===== config.mk =====
export PLATFORM = sky130hd
export DESIGN_NAME = mul_exp_norm_pipe
export DESIGN_NICKNAME = d
export VERILOG_FILES = /design/src/rtl/mul_exp_norm_pipe.sv
export SDC_FILE = /design/constraint.sdc
export NUM_CORES = 1
export LEC_CHECK = 0
export CAP_MARGIN = 15
export CORE_AREA = 10 10 75 77
export DETAILED_ROUTE_END_ITERATION = 8
export DIE_AREA = 0 0 85 87
export PLACE_DENSITY = 0.64
export SYNTH_ARGS = -nofsm -noshare
export SYNTH_HDL_FRONTEND = slang
export SYNTH_SLANG_ARGS = --single-unit

===== constraint.sdc =====
create_clock -name i_clk -period 3 [get_ports i_clk]
set_clock_uncertainty 0.2 [all_clocks]
set_input_delay 0.9 -clock i_clk [delete_from_list [all_inputs] [get_ports i_clk]]
set_output_delay 0.9 -clock i_clk [all_outputs]
set_load 0.02 [all_outputs]

===== src/rtl/mul_exp_norm_pipe.sv =====
// mul_exp_norm_pipe: 2-stage exponent adjust/classify pipeline; define MUL_EXP_SAT_EN to saturate the exponent on ovf/unf
module mul_exp_norm_pipe #(
  parameter int EXP_W  = 8,
  parameter int LOPD_W = 8
) (
  input  logic              i_clk,
  input  logic              i_rst_n,
  input  logic              i_valid,
  output logic              o_ready,
  input  logic              i_un_flag,
  input  logic              i_ov_flag,
  input  logic              i_zero_flag,
  input  logic [LOPD_W-1:0] i_one_pos,
  input  logic [EXP_W-1:0]  i_data_exp,
  output logic              o_valid,
  input  logic              i_ready,
  output logic [EXP_W-1:0]  o_exp_adjust,
  output logic              o_exp_ovf,
  output logic              o_exp_unf
);
  localparam int SW = EXP_W + 2;
  localparam logic [SW-1:0] MAX_EXP = {2'b00, {EXP_W{1'b1}}};
  logic             adv, s1_valid, s1_zero, ovf_d, unf_d;
  logic [SW-1:0]    s1_sum, sum_d, exp_x, pos_x;
  logic [EXP_W-1:0] adj_d;
  assign adv     = ~o_valid | i_ready;
  assign o_ready = adv;
  // Sum is two's complement at EXP_W+2 bits so both +1 carry and negative results survive
  always_comb begin
    exp_x = {2'b00, i_data_exp};
    pos_x = {{(SW-LOPD_W){1'b0}}, i_one_pos};
    sum_d = i_ov_flag ? exp_x + SW'(1) : i_un_flag ? exp_x : exp_x - pos_x;
  end
  always_comb begin
    ovf_d = ~s1_zero & ~s1_sum[SW-1] & (s1_sum >= MAX_EXP);
    unf_d = ~s1_zero & (s1_sum[SW-1] | (s1_sum == '0));
`ifdef MUL_EXP_SAT_EN
    adj_d = s1_zero ? '0 : ovf_d ? '1 : unf_d ? '0 : s1_sum[EXP_W-1:0];
`else
    adj_d = s1_zero ? '0 : s1_sum[EXP_W-1:0];
`endif
  end
  always_ff @(posedge i_clk or negedge i_rst_n) begin
    if (!i_rst_n) begin
      s1_valid     <= 1'b0;
      s1_sum       <= '0;
      s1_zero      <= 1'b0;
      o_valid      <= 1'b0;
      o_exp_adjust <= '0;
      o_exp_ovf    <= 1'b0;
      o_exp_unf    <= 1'b0;
    end else if (adv) begin
      s1_valid     <= i_valid & o_ready;
      s1_sum       <= sum_d;
      s1_zero      <= i_zero_flag;
      o_valid      <= s1_valid;
      o_exp_adjust <= adj_d;
      o_exp_ovf    <= ovf_d;
      o_exp_unf    <= unf_d;
    end
  end
endmodule


# Yosys cells after proc, flatten, opt, wreduce, memory -nomap -nowiden
# Cells that the tools add are included.
[word_totals]
elab_cells = 23
ff_bits = 23
out_inout_bits = 12
inputBits = 23
[classes]
n_bitwise = 9
n_mux = 3
add_sub_neg = 2
order_cmp = 1
reduce_logical = 1
[ops]
columns = ["operator", "n"]
rows = [
  ["10-bit two-way mux", 2],
  ["10-bit by 8-bit greater-or-equal comparator with 1-bit output, second input constant", 1],
  ["10-bit zero test", 1],
  ["8-bit by 1-bit adder with 9-bit output, second input constant", 1],
  ["8-bit by 8-bit subtractor with 9-bit output", 1],
  ["8-bit two-way mux", 1],
  ["1-bit AND", 4],
  ["1-bit inverter", 3],
  ["1-bit bitwise OR", 2],
]

# Logic depth before layout (Yosys ltp)
# Gate-level depths: netlist of run 1.
[depth]
word_depth = 3
mapped_depth = 8
mapped_depth_nobuf = 8

# Worst setup path before layout of run 1
# Ideal clock, no wire load.
[synth_timing]
path_kind = "input-to-output"
startpoint = "in i_ready"
endpoint = "out o_ready"
n_path_buf = 2
required_time_ns = 1.900
path_stages = 4
path_slack_ns = 0.334
arrival_time_ns = 1.566
cell_sequence = "nor2b_1 buf_2 inv_1 clkbuf_1"
[synth_between]
elab_chain_len = 1
[synth_lines]
columns = ["element", "line_no", "text"]
rows = [
  ["start: declaration", "16", "input logic i_ready,"],
  ["1-bit bitwise OR", "26", "assign adv = ~o_valid | i_ready;"],
  ["end: declaration", "9", "output logic o_ready,"],
]
# Every way passes these cells.

# Worst setup path after layout of run 1
# Same ends and word-level chain as after synthesis.

==> results.json, run 1 <==
{
  "status": "completed",
  "ir_drop_uv": 176.2,
  "synth-edff-count": 0,
  "syn_inst": 188,
  "cts.sinks": 23,
  "fmax_mhz": 341.5,
  "syn-mean-instance-area_sq_um": 8.432,
  "clk_path_buf_depth": 2,
  "fin_area_sq_mm": 0.002152,
  "r2r-start": "o_valid$_DFFE_PN0N_",
  "drc": 0,
  "setup_violations": 0,
  "hold_path.class": "reg2reg",
  "finalCritPeriodShare_pct": 97.60,
  "rsz0062_at_grt": "no",
  "antenna_found_initial": 0,
  "diodes": 0,
  "final.fill_count": 435,
  "area_delta_synth_final_pct": 35.75,
  "dieArea_sq_mm": 0.007395,
  "grt_pass1_vias": 1480,
  "grt_max_degree": 27,
  "crit_path_end": "o_ready",
  "critPathLaunch": "i_ready",
  "r2r_cells": 4,
  "cp.required_ns": 1.90,
  "yosysMostFrequentCell": "nand2_1",
  "path_clk_slew_ns": 0.08,
  "endpoint_kind": "output pin",
  "drt-total-wl_um": 3721,
  "ys_async_sr_fraction_pct": 100.0,
  "fin_tns_setup_ns": 0,
  "tritoncts": "built",
  "regToRegSetupSlack_ns": 1.43,
  "wl_per_cell_um": 12.97,
  "slew_headroom_pct": 72.90,
  "drtIter0Drc": 98,
  "htree_levels": 1,
  "synthTopCellsByArea": "dfrtp_1, nand2_1, ha_1, nand3b_1, o21ai_0",
  "yosysWarnings": 0,
  "synth_top_family_by_area": "simple AND/OR/NAND/NOR gates",
  "cp-start-kind": "input pin",
  "start_util_pct": 37.44,
  "whs_path_depth": 2,
  "netlist_top_cells_count": "nand2_1, dfrtp_1, nor2_1",
  "finalCriticalPeriod_ns": 2.928,
  "worstMarginPinSlew_ns": 0.4050,
  "port_buffers": 34,
  "gp_congestion": 0.8039,
  "synth_seq_area_share_pct": 36.31,
  "via_per_inst": 5.146,
  "p_leak_nw": 0.9775,
  "grt.overflow.total": 0,
  "die_x_um": 85,
  "grt_pass1_wl_um": 6375,
  "cts_hold_buf": 0,
  "postCtsSetupBuffers": 0,
  "cts_buffers": 3,
  "ant_nets": 0,
  "synth_xor_area_share_pct": 1.657,
  "vias": 1477,
  "pwr_density_cell_mw_per_mm2": 443.2,
  "synthFlopType": "dfrtp_1",
  "nets": 269,
  "muxShareOfSynthArea_pct": 2.289,
  "design.portCount": 35,
  "maxSlewViolCount": 0,
  "yosys.area_share.adder_pct": 8.366,
  "ys_ff_latch": 23,
  "max-cap-violations": 0,
  "chipHeight_um": 87,
  "crit_type": "in2out",
  "root_buffer": "clkbuf_8",
  "fp.coreArea_sq_mm": 0.004234,
  "critical_path_arrival_ns": 1.83,
  "r2r_end": "s1_sum[4]$_DFFE_PN0N_",
  "dp.final_hpwl_um": 3014,
  "syn_area_sq_mm": 0.001585,
  "drtPass1Iterations": 4,
  "drive_above_1_share_pct": 13.19,
  "synth_nets": 221,
  "track_usage_pct": 9.903,
  "total_power_w": 0.0009537,
  "crit_fanout": 2,
  "synth_compound_area_share_pct": 19.34,
  "placed_area_sq_mm": 0.002090,
  "hold_viol": 0,
  "synth_simple_gate_area_share_pct": 26.76,
  "clk_latency_ns": 0.25,
  "synth.distinct_cells": 48,
  "num_rows": 24,
  "yosys.area.top_type": "dfrtp_1",
  "synth.top_cell.area_share_pct": 36.31
}
[metrics by stage]
step	util [%]	std cells	worst slack [ns]	hold slack, ns
after floorplan	-	188	0.3342	0.2300
after global placement	49.35	283	-0.2488	0.2454
after detailed placement	49.35	283	-0.2543	0.2559
after CTS	50.44	287	0.03349	0.2740
after global routing	50.83	287	0.002587	0.3006
final	50.83	287	0.07197	0.2678
[placed cells by master, fill, tap and decap left out, types with 5 or more instances in the layout]
master           instances
nor2_1                  13
nor3_1                   5
nand2_1                 33
o21ai_0                 11
inv_1                   12
nand3b_1                 9
buf_4                   18
clkdlybuf4s50_1         32
ha_1                     9
a21oi_1                  7
a31oi_1                  6
dfrtp_1                 23
[where the power goes]
part           switching, W  internal [W]  leakage [nW]
Clock             0.0000890     0.0000944        0.0228
Sequential        0.0000450      0.000366         0.282
Combinational      0.000178      0.000182         0.673
Total              0.000312      0.000642         0.977
[registers in the layout, indices dropped and copies added, names as in the netlist]
name          flops
s1_sum           10
o_exp_unf         1
s1_valid          1
s1_zero           1
o_exp_adjust      8
o_exp_ovf         1
o_valid           1
[layout make-up]
cell class | count | area [sq um] | area share, %
tap | 52 | 65.06 | 3.023
clock buffer | 4 | 45.04 | 2.093
multi-input combinational | 144 | 942.2 | 43.78
timing repair buffer | 52 | 479.2 | 22.27
inverter | 12 | 45.04 | 2.093
sequential | 23 | 575.6 | 26.74
[what timing repair did]
action,CTS,global route
pin swaps,0,3
gates resized for setup,3,3
endpoints found under the setup margin,1,1
[worst max-delay path, stage by stage]
cell             delay, ns
clkdlybuf4s50_1       0.41
nor2b_2               0.17
inv_1                 0.08
clkdlybuf4s15_2       0.26
[how the worst min path moves through the flow]
stage                                      startpoint                           to  slack, ns
after global placement           s1_valid$_DFFE_PN0N_         s1_valid$_DFFE_PN0N_       0.25
after global routing             s1_valid$_DFFE_PN0N_          o_valid$_DFFE_PN0N_       0.30
after detailed placement  o_exp_adjust[4]$_DFFE_PN0N_  o_exp_adjust[4]$_DFFE_PN0N_       0.26
after floorplan                  s1_valid$_DFFE_PN0N_         s1_valid$_DFFE_PN0N_       0.23
final                     o_exp_adjust[3]$_DFFE_PN0N_  o_exp_adjust[3]$_DFFE_PN0N_       0.27
after CTS                 o_exp_adjust[4]$_DFFE_PN0N_  o_exp_adjust[4]$_DFFE_PN0N_       0.27
[routing by layer]
| layer | share of wire, % | global-route usage (%) |
|---|---|---|
| met1 | 48 | 11.89 |
| met2 | 46 | 16.96 |
| met5 | 0 | 0 |
| met3 | 5.4 | 2.060 |
| met4 | 1.2 | 3.593 |
[cell families (layout without fill, tap and decap cells)]
group | count (synthesis) | count (layout)
adders and majority gates | 10 | 10
buffers and inverters | 21 | 68
DFF | 23 | 23
and+or+nand+nor | 84 | 84
AOI/OAI and AO/OA | 44 | 44
xor gates and xnor gates | 3 | 3
muxes | 3 | 3
No activity file was read; power rests on OpenSTA's default activity.
==> run 2: changes to the inputs <==
--- a/config.mk
+++ b/config.mk
@@ -6,10 +6,10 @@
 export NUM_CORES = 1
 export LEC_CHECK = 0
 export CAP_MARGIN = 15
-export CORE_AREA = 10 10 75 77
+export CORE_AREA = 10 10 66 68
 export DETAILED_ROUTE_END_ITERATION = 8
-export DIE_AREA = 0 0 85 87
-export PLACE_DENSITY = 0.64
+export DIE_AREA = 0 0 76 78
+export PLACE_DENSITY = 0.82
 export SYNTH_ARGS = -nofsm -noshare
 export SYNTH_HDL_FRONTEND = slang
 export SYNTH_SLANG_ARGS = --single-unit
==> run 2 against run 1 <==
Routed wire length shrank 7.0%. Critical path depth is the same. Clock power shrank 26%. Core utilization grew 16 points. Sequential power is essentially flat. Setup slack lost 0.024 ns. Non-clock buffer count grew 1.
==> results.json, run 2 (synthesized netlist as in run 1, its figures left out) <==
{
  "drt-total-wl_um": 3459,
  "pwr_density_cell_mw_per_mm2": 423.7,
  "total_power_w": 0.0008960,
  "regToRegSetupSlack_ns": 1.45,
  "hold_path.class": "reg2reg",
  "postCtsSetupBuffers": 0,
  "dp_cells": 278,
  "dp.final_hpwl_um": 2815,
  "largest_reg_flops": 10,
  "grt_pass1_vias": 1463,
  "diodes": 0,
  "max-cap-violations": 0,
  "crit_fanout": 2,
  "finalCriticalPeriod_ns": 2.952,
  "ir_drop_uv": 168.2,
  "critPathLaunch": "i_ready",
  "min-delay-start": "s1_valid$_DFFE_PN0N_",
  "path_clk_slew_ns": 0.11,
  "cp-start-kind": "input pin",
  "root_buffer": "clkbuf_4",
  "num_rows": 21,
  "port_buffers": 34,
  "fp.coreArea_sq_mm": 0.003179,
  "layout_common_cells": "nand2_1, clkdlybuf4s50_1, dfrtp_1",
  "drtPass1Iterations": 4,
  "design.portCount": 35,
  "via_per_inst": 5.287,
  "cts.sinks": 23,
  "status": "completed",
  "nets": 270,
  "critical_path_arrival_ns": 1.85,
  "htree_levels": 1,
  "drive_above_1_share_pct": 12.71,
  "top_register": "s1_sum",
  "cp.required_ns": 1.90,
  "die_x_um": 76,
  "start_util_pct": 49.86,
  "dieArea_sq_mm": 0.005928,
  "final_cells": 282,
  "fmax_mhz": 338.8,
  "grt_pass1_wl_um": 6051,
  "grt.overflow.total": 0,
  "placed_area_sq_mm": 0.002087,
  "final.fill_count": 282,
  "grt_max_degree": 27,
  "maxSlewViolCount": 0,
  "wl_per_cell_um": 12.27,
  "clk_path_buf_depth": 2,
  "final_util_pct": 66.51,
  "clk_latency_ns": 0.30,
  "layout_top_registers": "s1_sum (10), o_exp_adjust (8)",
  "r2r-start": "o_valid$_DFFE_PN0N_",
  "crit_type": "in2out",
  "hold_viol": 0,
  "cts_buffers": 3,
  "tritoncts": "built",
  "fin_tns_setup_ns": 0,
  "drc": 0,
  "drtIter0Drc": 94,
  "chipHeight_um": 78,
  "track_usage_pct": 11.60,
  "gp_congestion": 0.8366,
  "area_delta_synth_final_pct": 33.39,
  "worstMarginPinSlew_ns": 0.3534,
  "p_leak_nw": 0.9589,
  "ant_nets": 0,
  "endpoint_kind": "output pin",
  "fin_area_sq_mm": 0.002115,
  "finalCritPeriodShare_pct": 98.39,
  "antenna_found_initial": 0,
  "vias": 1491,
  "slew_headroom_pct": 75.83,
  "setup_violations": 0
}
## run 2: report_power, final
group / total, W / switching, W / internal [W]
combinational: 0.000352 / 0.000173 / 0.000179
sequential: 0.000409 / 0.0000438 / 0.000366
clock: 0.000135 / 0.0000829 / 0.0000518
total: 0.000896 / 0.000299 / 0.000597
## run 2: worst max-delay path, cell delays in order
cell and delay, ns:
clkdlybuf4s50_1 0.42, nor2b_2 0.15, inv_1 0.07, dlygate4sd2_1 0.32
## run 2: layout make-up
type | instances | area (sq um) | share of cell area [%]
Multi-Input combinational cell | 144 | 928.4 | 43.91
Inverter | 12 | 45.04 | 2.130
Timing Repair Buffer | 53 | 481.7 | 22.78
Sequential cell | 23 | 575.6 | 27.22
Tap cell | 46 | 57.56 | 2.722
Clock buffer | 4 | 26.28 | 1.243
## run 2: path summary, 6_finish.rpt
kind                                         end  depth (start not counted)
hold / removal              s1_valid$_DFFE_PN0N_                          2
min in group asynchronous    s1_zero$_DFFE_PN0N_                          2
max in group asynchronous  s1_sum[0]$_DFFE_PN0N_                          2
setup / recovery                         o_ready                          4
setup reg to reg           s1_sum[4]$_DFFE_PN0N_                          4
hold reg to reg             s1_valid$_DFFE_PN0N_                          2
## run 2: per-layer routing
| metal | up-vias | track usage (%) | part of all wire (%) |
|---|---|---|---|
| li1 | 778 | - | - |
| met1 | 679 | 13.86 | 47 |
| met4 | 0 | 3.977 | 0.61 |
| met5 | - | 0 | 0 |
| met2 | 32 | 20.15 | 48 |
| met3 | 2 | 2.419 | 4.3 |
## run 2: repair_timing
item / 4_1_cts / 5_1_grt
hold buffers: 0 / 0
gates resized for setup: 1 / 1
setup endpoints to repair: 1 / 1
## run 2: stage by stage
step | hold slack, ns | setup slack [ns]
2_1_floorplan | 0.2300 | 0.3342
3_3_place_gp | 0.2420 | -0.1805
3_5_place_dp | 0.2513 | -0.1882
4_1_cts | 0.2772 | 0.02751
5_1_grt | 0.3017 | -0.02656
6_report | 0.2746 | 0.04836
==> run 3: changes to the inputs <==
--- a/config.mk
+++ b/config.mk
@@ -5,11 +5,14 @@
 export SDC_FILE = /design/constraint.sdc
 export NUM_CORES = 1
 export LEC_CHECK = 0
+export ABC_AREA = 1
 export CAP_MARGIN = 15
 export CORE_AREA = 10 10 66 68
 export DETAILED_ROUTE_END_ITERATION = 8
 export DIE_AREA = 0 0 76 78
+export GPL_TIMING_DRIVEN = 0
 export PLACE_DENSITY = 0.82
+export SLEW_MARGIN = 30
 export SYNTH_ARGS = -nofsm -noshare
 export SYNTH_HDL_FRONTEND = slang
 export SYNTH_SLANG_ARGS = --single-unit
==> run 3 against run 2 <==
First-iteration DRC count down 1.1%. Die area unchanged. Sequential share of layout area is 1.4 points higher. Final cell count rose by 6.4%.
==> results.json, run 3 <==
{
  "synth_seq_area_share_pct": 36.45,
  "clk_path_buf_depth": 2,
  "hold_path.class": "reg2reg",
  "p_leak_nw": 1.009,
  "drive_above_1_share_pct": 7.480,
  "regArea_sq_um": 575.6,
  "antenna_found_initial": 0,
  "synthFlopType": "dfrtp_1",
  "cp-start-kind": "input pin",
  "vias": 1456,
  "r2r-start": "o_valid$_DFFE_PN0N_",
  "ys_async_sr_fraction_pct": 100.0,
  "ys_ff_latch": 23,
  "min-delay-start": "s1_valid$_DFFE_PN0N_",
  "syn_area_sq_mm": 0.001579,
  "yosys.area.top_type": "dfrtp_1",
  "yosysMostFrequentCell": "nand2_1",
  "top_register": "s1_sum",
  "start_util_pct": 49.67,
  "diodes": 0,
  "worstMarginPinSlew_ns": 0.4750,
  "drc": 0,
  "cts_buffers": 3,
  "maxSlewViolCount": 0,
  "final.fill_count": 296,
  "final_common_cell": "nand2_1",
  "grt_pass1_vias": 1481,
  "critical_path_arrival_ns": 1.81,
  "endpoint_kind": "output pin",
  "cp.required_ns": 1.90,
  "slew_headroom_pct": 68.33,
  "r2r_cells": 6,
  "largest_reg_flops": 10,
  "fmax_mhz": 343.1,
  "drtPass1Iterations": 4,
  "gp_congestion": 0.8366,
  "cts.sinks": 23,
  "design.portCount": 35,
  "synth.top_cell.area_share_pct": 36.45,
  "ant_nets": 0,
  "cp_cell_sequence": "dlygate4sd2_1 -> nor2_8 -> inv_2 -> buf_6 -> clkdlybuf4s15_2",
  "num_rows": 21,
  "synthTopCellsByArea": "dfrtp_1, nand2_1, ha_1, inv_1, nor2_1",
  "slowest_delay_ns": 0.29,
  "crit_type": "in2out",
  "layout_common_cells": "nand2_1, clkdlybuf4s50_1, inv_1, nor2_1, dfrtp_1",
  "drt-total-wl_um": 3314,
  "syn-mean-instance-area_sq_um": 7.344,
  "tritoncts": "built",
  "via_per_inst": 4.853,
  "hold_viol": 0,
  "r2r_end": "s1_sum[6]$_DFFE_PN0N_",
  "syn_inst": 215,
  "fin_tns_setup_ns": 0,
  "placed_area_sq_mm": 0.001977,
  "whs_path_depth": 2,
  "chipHeight_um": 78,
  "status": "completed",
  "layout_top_registers": "s1_sum (10), o_exp_adjust (8)",
  "pwr_density_cell_mw_per_mm2": 428.9,
  "finalCriticalPeriod_ns": 2.914,
  "cts_hold_buf": 0,
  "path_clk_slew_ns": 0.11,
  "area_delta_synth_final_pct": 27.42,
  "regToRegSetupSlack_ns": 1.53,
  "grt.overflow.total": 0,
  "final_util_pct": 63.28,
  "port_buffers": 34,
  "root_buffer": "clkbuf_4",
  "multi_input_area_sq_um": 864.6,
  "synth_nets": 248,
  "crit_fanout": 10,
  "synth.distinct_cells": 29,
  "clk_latency_ns": 0.30,
  "dp.final_hpwl_um": 2784,
  "setup_violations": 0,
  "fin_hold_ws_ns": 0.2688,
  "drtIter0Drc": 93,
  "max-cap-violations": 0,
  "finalCritPeriodShare_pct": 97.15,
  "fp.coreArea_sq_mm": 0.003179,
  "ir_drop_uv": 159.9,
  "yosysWarnings": 0,
  "netlist_top_cells_count": "nand2_1, inv_1, nor2_1",
  "track_usage_pct": 11.44,
  "crit_slowest_cell": "dlygate4sd2_1",
  "rsz0062_at_grt": "no",
  "wl_per_cell_um": 11.05,
  "grt_pass1_wl_um": 5975,
  "fin_area_sq_mm": 0.002012,
  "die_x_um": 76,
  "htree_levels": 1,
  "synth-edff-count": 0,
  "grt_max_degree": 24,
  "nets": 288,
  "dieArea_sq_mm": 0.005928,
  "min_to": "o_valid$_DFFE_PN0N_",
  "total_power_w": 0.0008629
}
-- run 3: cell types whose count changed after synthesis, moves of 4 or more --
cell | before | now
nor3_1 | 5 | 0
o21ai_1 | 1 | 6
nand3b_1 | 9 | 2
nor2_1 | 13 | 29
a21oi_1 | 7 | 16
a31oi_1 | 6 | 2
nand2_1 | 33 | 49
clkbuf_1 | 4 | 0
a22o_1 | 0 | 4
inv_1 | 12 | 29
nand3_1 | 4 | 10
-- run 3: kinds of logic after synthesis --
logic type,Yosys count,share of synthesized area [%]
AO/OA/AOI/OAI,41,14.66
XOR/XNOR,3,1.664
buffers and inverters,35,8.795
flip-flops,23,36.45
AND/OR/NAND/NOR,103,30.03
adder cells (fa/ha/maj),10,8.400
-- run 3: layout make-up --
| class | instances | area share (%) |
|---|---|---|
| Buffer | 4 | 1.306 |
| Clock buffer | 4 | 1.306 |
| Inverter | 31 | 5.784 |
| Multi-Input combinational cell | 157 | 42.97 |
| Sequential cell | 23 | 28.61 |
| Tap cell | 46 | 2.861 |
| Timing Repair Buffer | 35 | 17.16 |
-- run 3: how the worst max path moves through the flow --
stage                        from       to  slack, ns
after floorplan           i_ready  o_ready       0.57
after global placement    i_ready  o_ready      -0.64
after detailed placement  i_ready  o_ready      -0.63
after CTS                 i_ready  o_ready       0.04
after global routing      i_ready  o_ready       0.02
final                     i_ready  o_ready       0.09
-- run 3: repair_timing --
item                       in CTS  in global routing
gates resized for setup         4                  2
pin swaps                       1                  0
buffers inserted                1                  0
setup endpoints to repair       1                  3
-- run 3: layer usage --
metal	wire length (um)	GRT usage [%]	part of all wire, %	vias up
met3	187	2.995	5.6	6
met5	0	0	0	-
li1	-	-	-	775
met2	1547	19.98	47	45
met1	1536	12.80	46	630
met4	43	5.114	1.3	0
-- run 3: power breakdown --
| group | internal, W | switching, W |
|---|---|---|
| sequential | 0.000362 | 0.0000371 |
| combinational | 0.000151 | 0.000177 |
| clock | 0.0000518 | 0.0000839 |
-- run 3: critical path, delay by kind of cell --
family	cells	cell delay, ns
buf+inv	4	0.86
simple gates	1	0.04
-- run 3: metrics by stage --
step                      cells  setup WS [ns]
final                       300        0.08563
after global routing        300        0.02476
after CTS                   300        0.04037
after detailed placement    295        -0.6312
after global placement      295        -0.6411
after floorplan             215         0.5722
